### src/rtl/lcd_byte_writer_pkg.sv
// Shared types and constants for the character-LCD byte writer: FSM states,
// init nibbles and default datasheet timings (cycles at 50 MHz).
package lcd_byte_writer_pkg;

    typedef enum logic [3:0] {
        ST_PWRUP,
        ST_INIT_SETUP,
        ST_INIT_E,
        ST_INIT_HOLD,
        ST_INIT_GAP,
        ST_IDLE,
        ST_SETUP,
        ST_E_HIGH,
        ST_HOLD,
        ST_GAP
    } lcd_state_e;

    localparam int unsigned CNT_W   = 20;
    localparam int unsigned ENTRY_W = 9;

    localparam logic [3:0] INIT_NIB_8BIT = 4'h3;
    localparam logic [3:0] INIT_NIB_4BIT = 4'h2;
    localparam logic [1:0] INIT_LAST     = 2'd3;

    localparam int unsigned DEF_CLK_POWERUP    = 750000;
    localparam int unsigned DEF_CLK_INIT_GAP   = 205000;
    localparam int unsigned DEF_CLK_SETUP      = 2;
    localparam int unsigned DEF_CLK_EPULSE     = 12;
    localparam int unsigned DEF_CLK_HOLD       = 1;
    localparam int unsigned DEF_CLK_NIBBLE_GAP = 50;
    localparam int unsigned DEF_CLK_BYTE_GAP   = 2000;

    // Three "function set 8-bit" nibbles, then the switch to 4-bit mode.
    function automatic logic [3:0] init_nibble(input logic [1:0] idx);
        return (idx == INIT_LAST) ? INIT_NIB_4BIT : INIT_NIB_8BIT;
    endfunction

endpackage

### src/rtl/lcd_byte_writer_sync_fifo.sv
// Synchronous FIFO, registered pointers/count; read data is the head entry.
// Push on full and pop on empty are ignored; simultaneous push/pop keeps count.
module lcd_byte_writer_sync_fifo #(
    parameter int WIDTH = 9,
    parameter int DEPTH = 4
) (
    input  logic                     clk_i,
    input  logic                     rst_ni,
    input  logic                     push_i,
    input  logic [WIDTH-1:0]         wdata_i,
    input  logic                     pop_i,
    output logic [WIDTH-1:0]         rdata_o,
    output logic                     full_o,
    output logic                     empty_o,
    output logic [$clog2(DEPTH):0]   count_o
);
    localparam int AW = $clog2(DEPTH);

    logic [WIDTH-1:0] mem_q [DEPTH];
    logic [AW-1:0]    wr_ptr_q, rd_ptr_q;
    logic [AW:0]      count_q;
    logic             do_push, do_pop;

    assign full_o  = (count_q == (AW+1)'(DEPTH));
    assign empty_o = (count_q == '0);
    assign count_o = count_q;
    assign rdata_o = mem_q[rd_ptr_q];
    assign do_push = push_i && !full_o;
    assign do_pop  = pop_i && !empty_o;

    always_ff @(posedge clk_i) begin
        if (do_push) mem_q[wr_ptr_q] <= wdata_i;
    end

    always_ff @(posedge clk_i or negedge rst_ni) begin
        if (!rst_ni) begin
            wr_ptr_q <= '0;
            rd_ptr_q <= '0;
            count_q  <= '0;
        end else begin
            if (do_push) wr_ptr_q <= wr_ptr_q + 1'b1;
            if (do_pop)  rd_ptr_q <= rd_ptr_q + 1'b1;
            case ({do_push, do_pop})
                2'b10:   count_q <= count_q + 1'b1;
                2'b01:   count_q <= count_q - 1'b1;
                default: count_q <= count_q;
            endcase
        end
    end

endmodule

### src/rtl/lcd_byte_writer.sv
// HD44780-style 4-bit write-only LCD driver: buffers {RS,byte} from the CPU,
// runs the power-on init, then strobes each byte out as two timed nibbles.
module lcd_byte_writer
    import lcd_byte_writer_pkg::*;
#(
    parameter int unsigned FIFO_DEPTH     = 4,
    parameter int unsigned CLK_POWERUP    = DEF_CLK_POWERUP,
    parameter int unsigned CLK_INIT_GAP   = DEF_CLK_INIT_GAP,
    parameter int unsigned CLK_SETUP      = DEF_CLK_SETUP,
    parameter int unsigned CLK_EPULSE     = DEF_CLK_EPULSE,
    parameter int unsigned CLK_HOLD       = DEF_CLK_HOLD,
    parameter int unsigned CLK_NIBBLE_GAP = DEF_CLK_NIBBLE_GAP,
    parameter int unsigned CLK_BYTE_GAP   = DEF_CLK_BYTE_GAP
) (
    input  logic       Clock,
    input  logic       Reset,
    input  logic [7:0] iData,
    input  logic       iRS,
    input  logic       iValid,
    output logic       oReady,
    output logic       oInitDone,
    output logic       oBusy,
    output logic       oLCD_E,
    output logic       oLCD_RS,
    output logic       oLCD_RW,
    output logic [3:0] oLCD_Data
);
    localparam int CW = $clog2(FIFO_DEPTH) + 1;

    lcd_state_e         state_q;
    logic [CNT_W-1:0]   cnt_q;
    logic [1:0]         init_idx_q;
    logic               init_done_q, e_q, rs_q, lower_q, ready_en_q;
    logic [3:0]         dat_q, lo_q;

    logic               fifo_push, fifo_pop, fifo_full, fifo_empty, cnt_done;
    logic [ENTRY_W-1:0] fifo_rdat;
    logic [CW-1:0]      fifo_cnt;

    // Every state lasts N cycles: load N-1 on entry, leave when it reaches 0.
    function automatic logic [CNT_W-1:0] cyc(input int unsigned n);
        return CNT_W'(n - 1);
    endfunction

    assign cnt_done  = (cnt_q == '0);
    assign oReady    = ready_en_q && !fifo_full;
    assign fifo_push = iValid && oReady;
    assign fifo_pop  = (state_q == ST_IDLE) && !fifo_empty;

    lcd_byte_writer_sync_fifo #(
        .WIDTH (ENTRY_W),
        .DEPTH (FIFO_DEPTH)
    ) u_fifo (
        .clk_i   (Clock),
        .rst_ni  (Reset),
        .push_i  (fifo_push),
        .wdata_i ({iRS, iData}),
        .pop_i   (fifo_pop),
        .rdata_o (fifo_rdat),
        .full_o  (fifo_full),
        .empty_o (fifo_empty),
        .count_o (fifo_cnt)
    );

    always_ff @(posedge Clock or negedge Reset) begin
        if (!Reset) begin
            state_q     <= ST_PWRUP;
            cnt_q       <= cyc(CLK_POWERUP);
            init_idx_q  <= '0;
            init_done_q <= 1'b0;
            e_q         <= 1'b0;
            rs_q        <= 1'b0;
            dat_q       <= '0;
            lo_q        <= '0;
            lower_q     <= 1'b0;
            ready_en_q  <= 1'b0;
        end else begin
            ready_en_q <= 1'b1;
            if (!cnt_done) cnt_q <= cnt_q - 1'b1;
            case (state_q)
                ST_PWRUP: if (cnt_done) begin
                    state_q <= ST_INIT_SETUP;
                    cnt_q   <= cyc(CLK_SETUP);
                    rs_q    <= 1'b0;
                    dat_q   <= init_nibble(init_idx_q);
                end
                ST_INIT_SETUP: if (cnt_done) begin
                    state_q <= ST_INIT_E;
                    cnt_q   <= cyc(CLK_EPULSE);
                    e_q     <= 1'b1;
                end
                ST_INIT_E: if (cnt_done) begin
                    state_q <= ST_INIT_HOLD;
                    cnt_q   <= cyc(CLK_HOLD);
                    e_q     <= 1'b0;
                end
                ST_INIT_HOLD: if (cnt_done) begin
                    state_q <= ST_INIT_GAP;
                    cnt_q   <= cyc(CLK_INIT_GAP);
                end
                ST_INIT_GAP: if (cnt_done) begin
                    if (init_idx_q == INIT_LAST) begin
                        state_q     <= ST_IDLE;
                        init_done_q <= 1'b1;
                    end else begin
                        state_q    <= ST_INIT_SETUP;
                        cnt_q      <= cyc(CLK_SETUP);
                        init_idx_q <= init_idx_q + 1'b1;
                        dat_q      <= init_nibble(init_idx_q + 2'd1);
                    end
                end
                ST_IDLE: if (!fifo_empty) begin
                    state_q <= ST_SETUP;
                    cnt_q   <= cyc(CLK_SETUP);
                    rs_q    <= fifo_rdat[8];
                    dat_q   <= fifo_rdat[7:4];
                    lo_q    <= fifo_rdat[3:0];
                    lower_q <= 1'b0;
                end
                ST_SETUP: if (cnt_done) begin
                    state_q <= ST_E_HIGH;
                    cnt_q   <= cyc(CLK_EPULSE);
                    e_q     <= 1'b1;
                end
                ST_E_HIGH: if (cnt_done) begin
                    state_q <= ST_HOLD;
                    cnt_q   <= cyc(CLK_HOLD);
                    e_q     <= 1'b0;
                end
                ST_HOLD: if (cnt_done) begin
                    state_q <= ST_GAP;
                    cnt_q   <= lower_q ? cyc(CLK_BYTE_GAP) : cyc(CLK_NIBBLE_GAP);
                end
                ST_GAP: if (cnt_done) begin
                    if (lower_q) begin
                        state_q <= ST_IDLE;
                    end else begin
                        state_q <= ST_SETUP;
                        cnt_q   <= cyc(CLK_SETUP);
                        dat_q   <= lo_q;
                        lower_q <= 1'b1;
                    end
                end
                default: state_q <= ST_PWRUP;
            endcase
        end
    end

    // Init states are reported through oInitDone, not oBusy.
    assign oBusy = (fifo_cnt != '0) ||
                   (state_q inside {ST_SETUP, ST_E_HIGH, ST_HOLD, ST_GAP});
    assign oInitDone = init_done_q;
    assign oLCD_E    = e_q;
    assign oLCD_RS   = rs_q;
    assign oLCD_Data = dat_q;
    assign oLCD_RW   = 1'b0;

endmodule

### config.mk
export PLATFORM = sky130hd
export DESIGN_NAME = lcd_byte_writer
export DESIGN_NICKNAME = d
export VERILOG_FILES = /design/src/rtl/lcd_byte_writer_pkg.sv /design/src/rtl/lcd_byte_writer_sync_fifo.sv /design/src/rtl/lcd_byte_writer.sv
export SDC_FILE = /design/constraint.sdc
export NUM_CORES = 1
export LEC_CHECK = 0
export CAP_MARGIN = 20
export CORE_UTILIZATION = 52
export DETAILED_ROUTE_END_ITERATION = 8
export PLACE_DENSITY_LB_ADDON = 0.2
export SLEW_MARGIN = 20
export SYNTH_ARGS = -nofsm -noshare
export SYNTH_HDL_FRONTEND = slang
export SYNTH_HIERARCHICAL = 1
export SYNTH_SLANG_ARGS = --single-unit
### constraint.sdc
create_clock -name Clock -period 3.4 [get_ports Clock]
set_input_delay 0.68 -clock Clock [delete_from_list [all_inputs] [get_ports Clock]]
set_output_delay 0.68 -clock Clock [all_outputs]
set_load 0.02 [all_outputs]
==> results of run 1 <==
==> power by group through the flow <==
stage	Clock (mW)	Combinational, mW	Sequential, mW
final	0.721	0.279	1.17
after global routing	0.769	0.312	1.18
after CTS	0.727	0.286	1.18
after detailed placement	0	0.284	1.20
after global placement	0	0.266	1.19
after floorplan	0	0.174	1.18
==> sequential cells by signal (all words and copies together) (netlist names) <==
| signal | count |
|---|---|
| oInitDone | 1 |
| oLCD_RS | 1 |
| cnt_q | 20 |
| u_fifo/count_o | 3 |
| u_fifo/mem_q | 36 |
| oLCD_Data | 4 |
| u_fifo/wr_ptr_q | 2 |
| init_idx_q | 2 |
| state_q | 4 |
| ready_en_q | 1 |
| u_fifo/rd_ptr_q | 2 |
| oLCD_E | 1 |
| lower_q | 1 |
| lo_q | 4 |
==> cells by family (layout without fill, tap and decap cells) <==
family / Yosys count / after routing / share of synthesized area
AO/OA/AOI/OAI: 83 / 83 / 0.124
XOR/XNOR: 17 / 17 / 0.0348
adder cells (fa/ha/maj): 12 / 12 / 0.0369
buffers and inverters: 31 / 60 / 0.0310
flip-flops: 82 / 82 / 0.526
multiplexers: 21 / 21 / 0.0790
other: 2 / 2 / 0.00176
AND/OR/NAND/NOR: 131 / 131 / 0.167
==> per-layer routing <==
layer | up-vias | part of all wire | global-route usage
met1 | 1509 | 0.43 | 0.306
met2 | 125 | 0.48 | 0.385
li1 | 1435 | - | -
met3 | 28 | 0.055 | 0.0402
met4 | 0 | 0.031 | 0.117
met5 | - | 0 | 0
==> area by class of cell <==
class                      instances  area (sq um)  share of cell area
multi-input combinational        266          1890               0.395
clock inverter                     7          81.3              0.0170
clock buffer                       9           124              0.0258
timing repair buffer              29           265              0.0553
tap                              102           128              0.0266
sequential                        82          2250               0.469
inverter                          15          56.3              0.0117
==> placed cells by master, fill, tap and decap left out, drive strengths merged, types with 7 or more instances in the layout <==
| master | synthesis | final |
|---|---|---|
| a21oi | 27 | 27 |
| nor2 | 33 | 33 |
| dfstp | 13 | 13 |
| nand3 | 9 | 9 |
| xor2 | 7 | 7 |
| mux4 | 9 | 9 |
| nor3 | 9 | 9 |
| clkbuf | 11 | 9 |
| and2 | 8 | 8 |
| clkdlybuf4s50 | 0 | 19 |
| mux2 | 9 | 9 |
| o21ai | 20 | 20 |
| inv | 15 | 18 |
| edfxtp | 36 | 36 |
| dfrtp | 33 | 33 |
| nand2 | 34 | 34 |
| nor4 | 8 | 8 |
| buf | 5 | 10 |
| xnor2 | 10 | 10 |
| ha | 11 | 11 |
==> per-stage QoR <==
step                      setup slack [ns]   util  area [sq um]
after floorplan                      0.710      -          4280
after global placement               0.771  0.585          4590
after detailed placement             0.658  0.585          4590
after CTS                            0.500  0.611          4790
after global routing                 0.336  0.611          4800
final                                0.485  0.611          4800
==> synthesized netlist by cell type (4+ instances only) <==
cell type   n
edfxtp_1   36
nand2_1    34
dfrtp_1    33
nor2_1     33
a21oi_1    26
o21ai_0    20
inv_1      15
dfstp_2    13
clkbuf_1   11
ha_1       11
xnor2_1    10
mux4_2      9
nor3_1      9
mux2_2      8
nand3_1     8
xor2_1      7
o31ai_1     6
nor2b_1     5
nor4_1      5
o22ai_1     5
a211oi_1    4
and2_1      4
and2_2      4
nand3b_1    4
nor3b_1     4
or3_1       4
==> how the worst max path moves through the flow <==
stage	slack, ns	depth (start not counted)	from	end
detailed placement	0.66	10	state_q[3]$_DFFE_PN0P_	u_fifo/count_o[2]$_DFFE_PN0P_
CTS	0.50	3	state_q[3]$_DFFE_PN0P_	oBusy
finish	0.49	3	state_q[3]$_DFFE_PN0P_	oBusy
global route	0.34	3	state_q[3]$_DFFE_PN0P_	oBusy
floorplan	0.71	12	state_q[0]$_DFFE_PN0P_	u_fifo/count_o[2]$_DFFE_PN0P_
global placement	0.77	10	state_q[3]$_DFFE_PN0P_	u_fifo/count_o[2]$_DFFE_PN0P_
==> flow_summary_export.csv, run 1 <==
group,metric,value,unit
status,run_status,"finished, final reports clean",
logic_synthesis,yosys.area.top_type,"edfxtp_1",
layout,antenna_cells_inserted,0,
sta,hold_viol_final,0,
floorplan,design.die.area,8590,sq um
layout,drive_gt1_frac,0.184,
drt,route.final.wire_length,9210,microns
logic_synthesis,syn_inst,379,
pwr,swShare,0.294,
grt,grt.overflow.total,0,
worst_setup_path,worstPathArrival,2.23,ns
layout,final.fill_count,662,
worst_hold_path,hold_class,"input port to async pin",
sta,timing.final.setup_violations,0,
worst_setup_path,critical_path_buf_inv_count,1,
worst_setup_path,reg2reg_from,"state_q[3]$_DFFE_PN0P_",
pwr,leakage,1.80,nW
logic_synthesis,avgSynthCellArea,11.3,sq um
pwr,vdd.ir_drop.worst,0.314,mV
pwr,share_seq_of_total_power,0.540,
grt,antenna_found_initial,0,
placement,place_congestion,0.901,
clock_network,clock_latency,0.37,ns
clock_network,cts_repair_resize_count,0,
placement,place_inst,494,
sta,rsz_0062_raised_after_global_routing,"no",
worst_setup_path,critical_path.reg2reg.endpoint,"u_fifo/count_o[2]$_DFFE_PN0P_",
drt,detail_route.drc_violations,0,
clock_network,cts-root-buf,"clkbuf_8",
drt,drt-pass1-iter-count,4,
placement,port-buffer-count,20,
worst_setup_path,cp_data_required_time,2.72,ns
worst_setup_path,cp-start-kind,"flop",
floorplan,placementRows,32,
logic_synthesis,async_reset_ff_frac,0.561,
sta,final.hold.worst_slack,0.294,ns
clock_network,number_of_cts_inserted_buffers,9,
pwr,finalPower,2.17,mW
sta,totalNegativeSetupSlack,0,ns
clock_network,tritoncts,"yes",
drt,antenna_violating_nets_left,0,
floorplan,die_w,92.7,microns
layout,stdcell_count,510,
layout,layout.nets,427,
sta,finalCritPeriodShare,0.857,
sta,max_freq,343,MHz
floorplan,initial_core_util,0.545,
worst_setup_path,path_max_fanout,23,
sta,post-route-min-period,2.91,ns
logic_synthesis,syn-num-nets,403,
clock_network,path_clk_slew,0.10,ns
logic_synthesis,synth-edff-count,36,
clock_network,number_of_setup_buffers_added_after_cts,0,
worst_setup_path,critical-path-slowest-cell,"dfrtp_1",
pwr,power_frac_clock,0.332,
clock_network,cts_num_sinks,82,
layout,syn2layout_area_growth,12.2,%
pwr,netSwitchingPower,639,uW
worst_setup_path,crit_type,"flop to output port",
flow_run,cap_violations,0,
drt,detail_route.vias_per_cell,6.07,
logic_synthesis,post_synth_instance_area,4280,sq um
pwr,powerDensity,453,nW/um^2
grt,first_global_vias,3057,
worst_setup_path,delay_of_the_slowest_cell_on_the_worst_path,0.78,ns
grt,grtUsageTotal,0.236,
logic_synthesis,yosys_warnings,6,
sta,tightest_slew,0.681,ns
floorplan,placeableCoreArea,7850,sq um
logic_synthesis,ys_types,65,
clock_network,htree_num_levels,3,
worst_setup_path,worst-r2r-cell-count,10,
sta,slew_headroom,0.545,
floorplan,io-pin-count,22,
drt,first_iteration_detailed_routing_drc_count,211,
worst_setup_path,critPathTopFamily,"flip-flops",
worst_setup_path,reg2reg_setup_slack,0.61,ns
pwr,combinational_group_share_of_total_power,0.128,
worst_setup_path,worst_setup_path_end_kind,"output port",
logic_synthesis,yosysSeqAreaShare,0.526,
clock_network,clock_buffer_depth,2,
logic_synthesis,synthDominantCellAreaShare,0.253,
drt,avgRoutedWirePerCell,18.1,microns
sta,clock_skew,0.0140,ns
drt,route.vias.total,3097,
sta,max_slew_vio_count,0,
placement,dp_hpwl,6550,microns
clock_network,cts_hold_repair.buffers,0,
grt,wire_length_of_the_first_global_routing_pass,15400,microns
logic_synthesis,flip_flop_and_latch_count_after_synthesis,82,
grt,grt_start_max_net_pins,47,
worst_setup_path,cp_cell_sequence,"nand2_1 > o211ai_1 > clkdlybuf4s50_1",
logic_synthesis,synth_top_flop_cell,"edfxtp_1",
logic_synthesis,yosys-top-cells-area,"edfxtp_1 25%, dfrtp_1 19%, dfstp_2 8.0%, mux4_2 4.7%, ha_1 3.2%",
floorplan,die_span_in_y,92.7,microns
pwr,internal_power,1.54,mW
(Power assumes the default switching activity.)
==> inputs of run 2 (changes only) <==
- REMOVE_ABC_BUFFERS: unset -> 1
- clock period: 3.4 -> 2.7 ns (I/O delays scaled with it)
==> flow_summary_export.csv, run 2 (synthesis results as in run 1) <==
group,metric,value,unit
floorplan,design.die.area,8590,sq um
grt,grt_start_max_net_pins,47,
layout,most_common_cell_after_layout_fill_and_taps_aside,"edfxtp_1",
grt,first_global_vias,3111,
layout,syn2layout_area_growth,13.5,%
placement,place_congestion,0.931,
pwr,netSwitchingPower,757,uW
sta,max_slew_vio_count,0,
floorplan,die_span_in_y,92.7,microns
drt,detail_route.vias_per_cell,5.82,
grt,wire_length_of_the_first_global_routing_pass,15400,microns
clock_network,number_of_cts_inserted_buffers,9,
placement,dp_hpwl,6540,microns
sta,max_freq,389,MHz
pwr,combinational_group_share_of_total_power,0.128,
clock_network,tritoncts,"yes",
sta,timing.final.setup_violations,0,
worst_setup_path,worstPathArrival,2.03,ns
pwr,power_frac_clock,0.321,
clock_network,clock_latency,0.36,ns
grt,grt.overflow.total,0,
layout,drive_gt1_frac,0.201,
layout,registers_with_the_most_flip_flops,"u_fifo/mem_q: 36 flops, cnt_q: 20 flops",
floorplan,die_w,92.7,microns
drt,first_iteration_detailed_routing_drc_count,148,
sta,slew_headroom,0.606,
pwr,internal_power,1.92,mW
sta,hold_viol_final,0,
worst_setup_path,worst_setup_path_end_kind,"output port",
drt,avgRoutedWirePerCell,17.4,microns
layout,largest_reg_flops,36,
drt,antenna_violating_nets_left,0,
grt,grtUsageTotal,0.237,
clock_network,cts_num_sinks,82,
clock_network,path_clk_slew,0.09,ns
clock_network,number_of_setup_buffers_added_after_cts,0,
floorplan,initial_core_util,0.545,
sta,rsz_0062_raised_after_global_routing,"no",
layout,antenna_cells_inserted,0,
clock_network,cts_hold_repair.buffers,0,
floorplan,placementRows,32,
clock_network,htree_num_levels,3,
placement,port-buffer-count,20,
worst_setup_path,cp-start-kind,"flop",
sta,clock_skew,0.0127,ns
placement,preCtsSetupSlack,0.300,ns
worst_setup_path,critical-path-slowest-cell,"clkdlybuf4s50_1",
clock_network,cts-root-buf,"clkbuf_8",
sta,finalCritPeriodShare,0.953,
sta,postLayoutSetupSlackWorst,0.127,ns
clock_network,clock_buffer_depth,2,
drt,route.final.wire_length,9020,microns
flow_run,cap_violations,0,
pwr,leakage,1.84,nW
layout,layout.nets,436,
floorplan,io-pin-count,22,
pwr,powerDensity,552,nW/um^2
worst_setup_path,cp_cell_sequence,"buf_4 > nand3b_1 > o211ai_1 > clkdlybuf4s50_1",
worst_setup_path,path_max_fanout,22,
pwr,vdd.ir_drop.worst,0.519,mV
clock_network,cts_repair_resize_count,0,
worst_hold_path,hold_class,"input port to async pin",
worst_setup_path,crit_type,"flop to output port",
floorplan,placeableCoreArea,7850,sq um
grt,antenna_found_initial,0,
drt,route.vias.total,3018,
pwr,swShare,0.282,
worst_setup_path,cp_data_required_time,2.16,ns
layout,most_used_cells_in_the_layout_excluding_fill_and_tap_cells,"36 x edfxtp_1, 34 x nand2_1, 33 x nor2_1, 33 x dfrtp_1, 26 x a21oi_1",
pwr,share_seq_of_total_power,0.551,
drt,detail_route.drc_violations,0,
layout,regMostFlops,"u_fifo/mem_q",
worst_setup_path,reg2reg_setup_slack,0.31,ns
worst_setup_path,delay_of_the_slowest_cell_on_the_worst_path,0.63,ns
status,run_status,"finished, final reports clean",
layout,utilization,0.618,
sta,post-route-min-period,2.57,ns
sta,tightest_slew,0.590,ns
drt,drt-pass1-iter-count,5,
-- run 2: worst paths after layout --
check	startpoint	endpoint	cells past startpoint
hold reg to reg	oInitDone$_DFFE_PN0P_	oInitDone$_DFFE_PN0P_	1
setup reg to reg	cnt_q[11]$_DFF_PN0_	cnt_q[0]$_DFF_PN1_	10
hold / removal	Reset	init_idx_q[0]$_DFFE_PN0P_	2
min in group Clock	oInitDone$_DFFE_PN0P_	oInitDone$_DFFE_PN0P_	1
setup / recovery	state_q[3]$_DFFE_PN0P_	oBusy	4
max in group asynchronous	Reset	cnt_q[15]$_DFF_PN0_	2
-- run 2: worst max-delay path: cells and delay by family (launching register included) --
kind | cells | cell delay, ns
AO/OA/AOI/OAI | 1 | 0.16
buffers and inverters | 2 | 0.83
flip-flops | 1 | 0.39
AND/OR/NAND/NOR | 1 | 0.28
-- run 2: through the flow --
step                setup TNS (ns)  std cells  area [sq um]  power [mW]  hold WS (ns)
floorplan                  -0.0543        363          4200        1.70         0.244
global placement                 0        503          4660        1.83         0.456
detailed placement               0        503          4660        1.85         0.463
CTS                              0        519          4850        2.73         0.265
global route                     0        519          4850        2.81         0.296
finish                           0        519          4850        2.68         0.249
-- run 2: per-layer routing --
metal | vias to the layer above | GRT usage | part of all wire
li1 | 1450 | - | -
met1 | 1481 | 0.307 | 0.43
met2 | 75 | 0.394 | 0.51
met3 | 12 | 0.0567 | 0.045
met4 | 0 | 0.0808 | 0.015
met5 | - | 0 | 0
-- run 2: power by group through the flow --
stage               Sequential (mW)  Combinational, mW  Clock (mW)
floorplan                      1.48              0.218           0
global placement               1.50              0.338           0
detailed placement             1.50              0.349           0
CTS                            1.48              0.351       0.896
global route                   1.49              0.387       0.941
finish                         1.48              0.342       0.861
-- run 2: layout make-up --
type / instances / area (sq um)
repair buffers: 38 / 330
clock buffers: 9 / 124
clock inverters: 7 / 71.3
fillers: 664 / 3000
inverters: 15 / 56.3
multi-input cells: 266 / 1890
well taps: 102 / 128
flip-flops and latches: 82 / 2250
==> inputs of run 3 (changes only) <==
- CORE_ASPECT_RATIO: unset -> 1.5
- CTS_CLUSTER_DIAMETER: unset -> 80
==> flow_summary_export.csv, run 3 (synthesis results as in run 1) <==
group,metric,value,unit
worst_setup_path,cp_data_required_time,2.16,ns
clock_network,clock_latency,0.34,ns
layout,largest_reg_flops,36,
layout,regMostFlops,"u_fifo/mem_q",
floorplan,io-pin-count,22,
clock_network,cts_repair_resize_count,0,
drt,route.vias.total,3127,
layout,drive_gt1_frac,0.213,
worst_setup_path,worst_setup_path_end_kind,"output port",
clock_network,htree_num_levels,3,
flow_run,cap_violations,0,
grt,grt.overflow.total,0,
sta,hold_viol_final,0,
worst_setup_path,reg2reg_setup_slack,0.29,ns
pwr,powerDensity,601,nW/um^2
worst_setup_path,critical_path.reg2reg.endpoint,"cnt_q[7]$_DFF_PN1_",
clock_network,tritoncts,"yes",
drt,antenna_violating_nets_left,0,
layout,final.fill_count,657,
placement,preCtsSetupSlack,0.317,ns
worst_hold_path,hold_class,"input port to async pin",
drt,avgRoutedWirePerCell,18.1,microns
pwr,vdd.ir_drop.worst,0.548,mV
sta,clock_skew,0.00408,ns
sta,timing.final.setup_violations,0,
sta,max_freq,412,MHz
sta,tightest_slew,0.607,ns
layout,most_used_cells_in_the_layout_excluding_fill_and_tap_cells,"36 x edfxtp_1, 34 x nand2_1, 33 x nor2_1, 33 x dfrtp_1, 26 x a21oi_1",
status,run_status,"finished, final reports clean",
floorplan,initial_core_util,0.534,
placement,place_congestion,0.934,
clock_network,cts-root-buf,"clkbuf_16",
sta,final.hold.worst_slack,0.283,ns
drt,drt-pass1-iter-count,4,
sta,max_slew_vio_count,0,
clock_network,number_of_cts_inserted_buffers,9,
pwr,leakage,1.91,nW
sta,post-route-min-period,2.43,ns
sta,postLayoutSetupSlackWorst,0.271,ns
grt,antenna_found_initial,0,
drt,route.final.wire_length,9560,microns
layout,utilization,0.625,
placement,dp_hpwl,7090,microns
clock_network,cts_num_sinks,82,
layout,most_common_cell_after_layout_fill_and_taps_aside,"edfxtp_1",
placement,port-buffer-count,20,
clock_network,path_clk_slew,0.06,ns
floorplan,placeableCoreArea,8010,sq um
worst_setup_path,reg2reg_from,"cnt_q[10]$_DFF_PN0_",
layout,layout.nets,442,
worst_setup_path,cp_cell_sequence,"buf_4 > nand3b_1 > o211ai_1 > clkdlybuf4s50_1",
grt,grt_start_max_net_pins,47,
worst_setup_path,cp-start-kind,"flop",
pwr,finalPower,3.01,mW
worst_setup_path,crit_type,"flop to output port",
layout,syn2layout_area_growth,17.0,%
grt,wire_length_of_the_first_global_routing_pass,15700,microns
worst_setup_path,path_max_fanout,19,
worst_setup_path,delay_of_the_slowest_cell_on_the_worst_path,0.64,ns
floorplan,die_w,76.0,microns
layout,seqCellArea,2250,sq um
drt,first_iteration_detailed_routing_drc_count,286,
floorplan,placementRows,40,
floorplan,design.die.area,8600,sq um
grt,grtUsageTotal,0.245,
layout,antenna_cells_inserted,0,
grt,first_global_vias,3241,
drt,detail_route.vias_per_cell,5.92,
drt,detail_route.drc_violations,0,
sta,finalCritPeriodShare,0.900,
clock_network,number_of_setup_buffers_added_after_cts,0,
floorplan,die_span_in_y,113,microns
sta,rsz_0062_raised_after_global_routing,"no",
clock_network,cts_hold_repair.buffers,0,
layout,total_area_of_multi_input_combinational_cells,1890,sq um
sta,slew_headroom,0.595,
clock_network,clock_buffer_depth,2,
worst_setup_path,worst-r2r-cell-count,7,
layout,registers_with_the_most_flip_flops,"u_fifo/mem_q: 36 flops, cnt_q: 20 flops",
worst_setup_path,critical-path-slowest-cell,"clkdlybuf4s50_1",
worst_setup_path,worstPathArrival,1.89,ns
run 3: changes by cell type in the layout (fill, tap and decap cells not counted), sizes merged:
cell and change:
buf +6
run 3: how the worst max path moves through the flow:
| stage | startpoint | to | slack [ns] | cells after the start |
|---|---|---|---|---|
| 6_report | state_q[1]$_DFFE_PN0P_ | oBusy | 0.27 | 4 |
| 5_1_grt | state_q[1]$_DFFE_PN0P_ | oBusy | 0.19 | 4 |
| 4_1_cts | state_q[1]$_DFFE_PN0P_ | oBusy | 0.25 | 4 |
| 3_5_place_dp | iValid | u_fifo/count_o[1]$_DFFE_PN0P_ | 0.32 | 8 |
| 3_3_place_gp | iValid | u_fifo/count_o[2]$_DFFE_PN0P_ | 0.37 | 10 |
| 2_1_floorplan | state_q[2]$_DFFE_PN0P_ | u_fifo/count_o[2]$_DFFE_PN0P_ | -0.05 | 10 |
run 3: layer usage:
layer,wire [microns],track usage,up-vias,share of wire
li1,-,-,1462,-
met1,3370,0.249,1548,0.35
met2,5360,0.452,90,0.56
met3,461,0.0613,27,0.048
met4,369,0.138,0,0.039
met5,0,0,-,0
run 3: stage by stage:
step           TNS (ns)  cells  instance area, sq um
2_1_floorplan   -0.0543    363                  4200
3_3_place_gp          0    512                  4710
3_5_place_dp          0    512                  4710
4_1_cts               0    528                  5000
5_1_grt               0    528                  5000
6_report              0    528                  5000
run 3: worst max-delay path, delay by kind of cell (launching register included):
| kind | cells | cell delay, ns |
|---|---|---|
| AOI/OAI and AO/OA | 1 | 0.15 |
| buffers and inverters | 2 | 0.88 |
| DFF | 1 | 0.34 |
| and+or+nand+nor | 1 | 0.18 |
run 3: area by class of cell:
type | instances | share of cell area
timing repair buffer | 44 | 0.0750
inverter | 15 | 0.0113
multi-input combinational | 266 | 0.379
clock inverter | 7 | 0.0143
tap | 105 | 0.0263
clock buffer | 9 | 0.0450
sequential | 82 | 0.449
run 3: where the power goes:
group	internal (mW)	switching (mW)
clock	0.650	0.544
sequential	1.41	0.0697
combinational	0.157	0.178
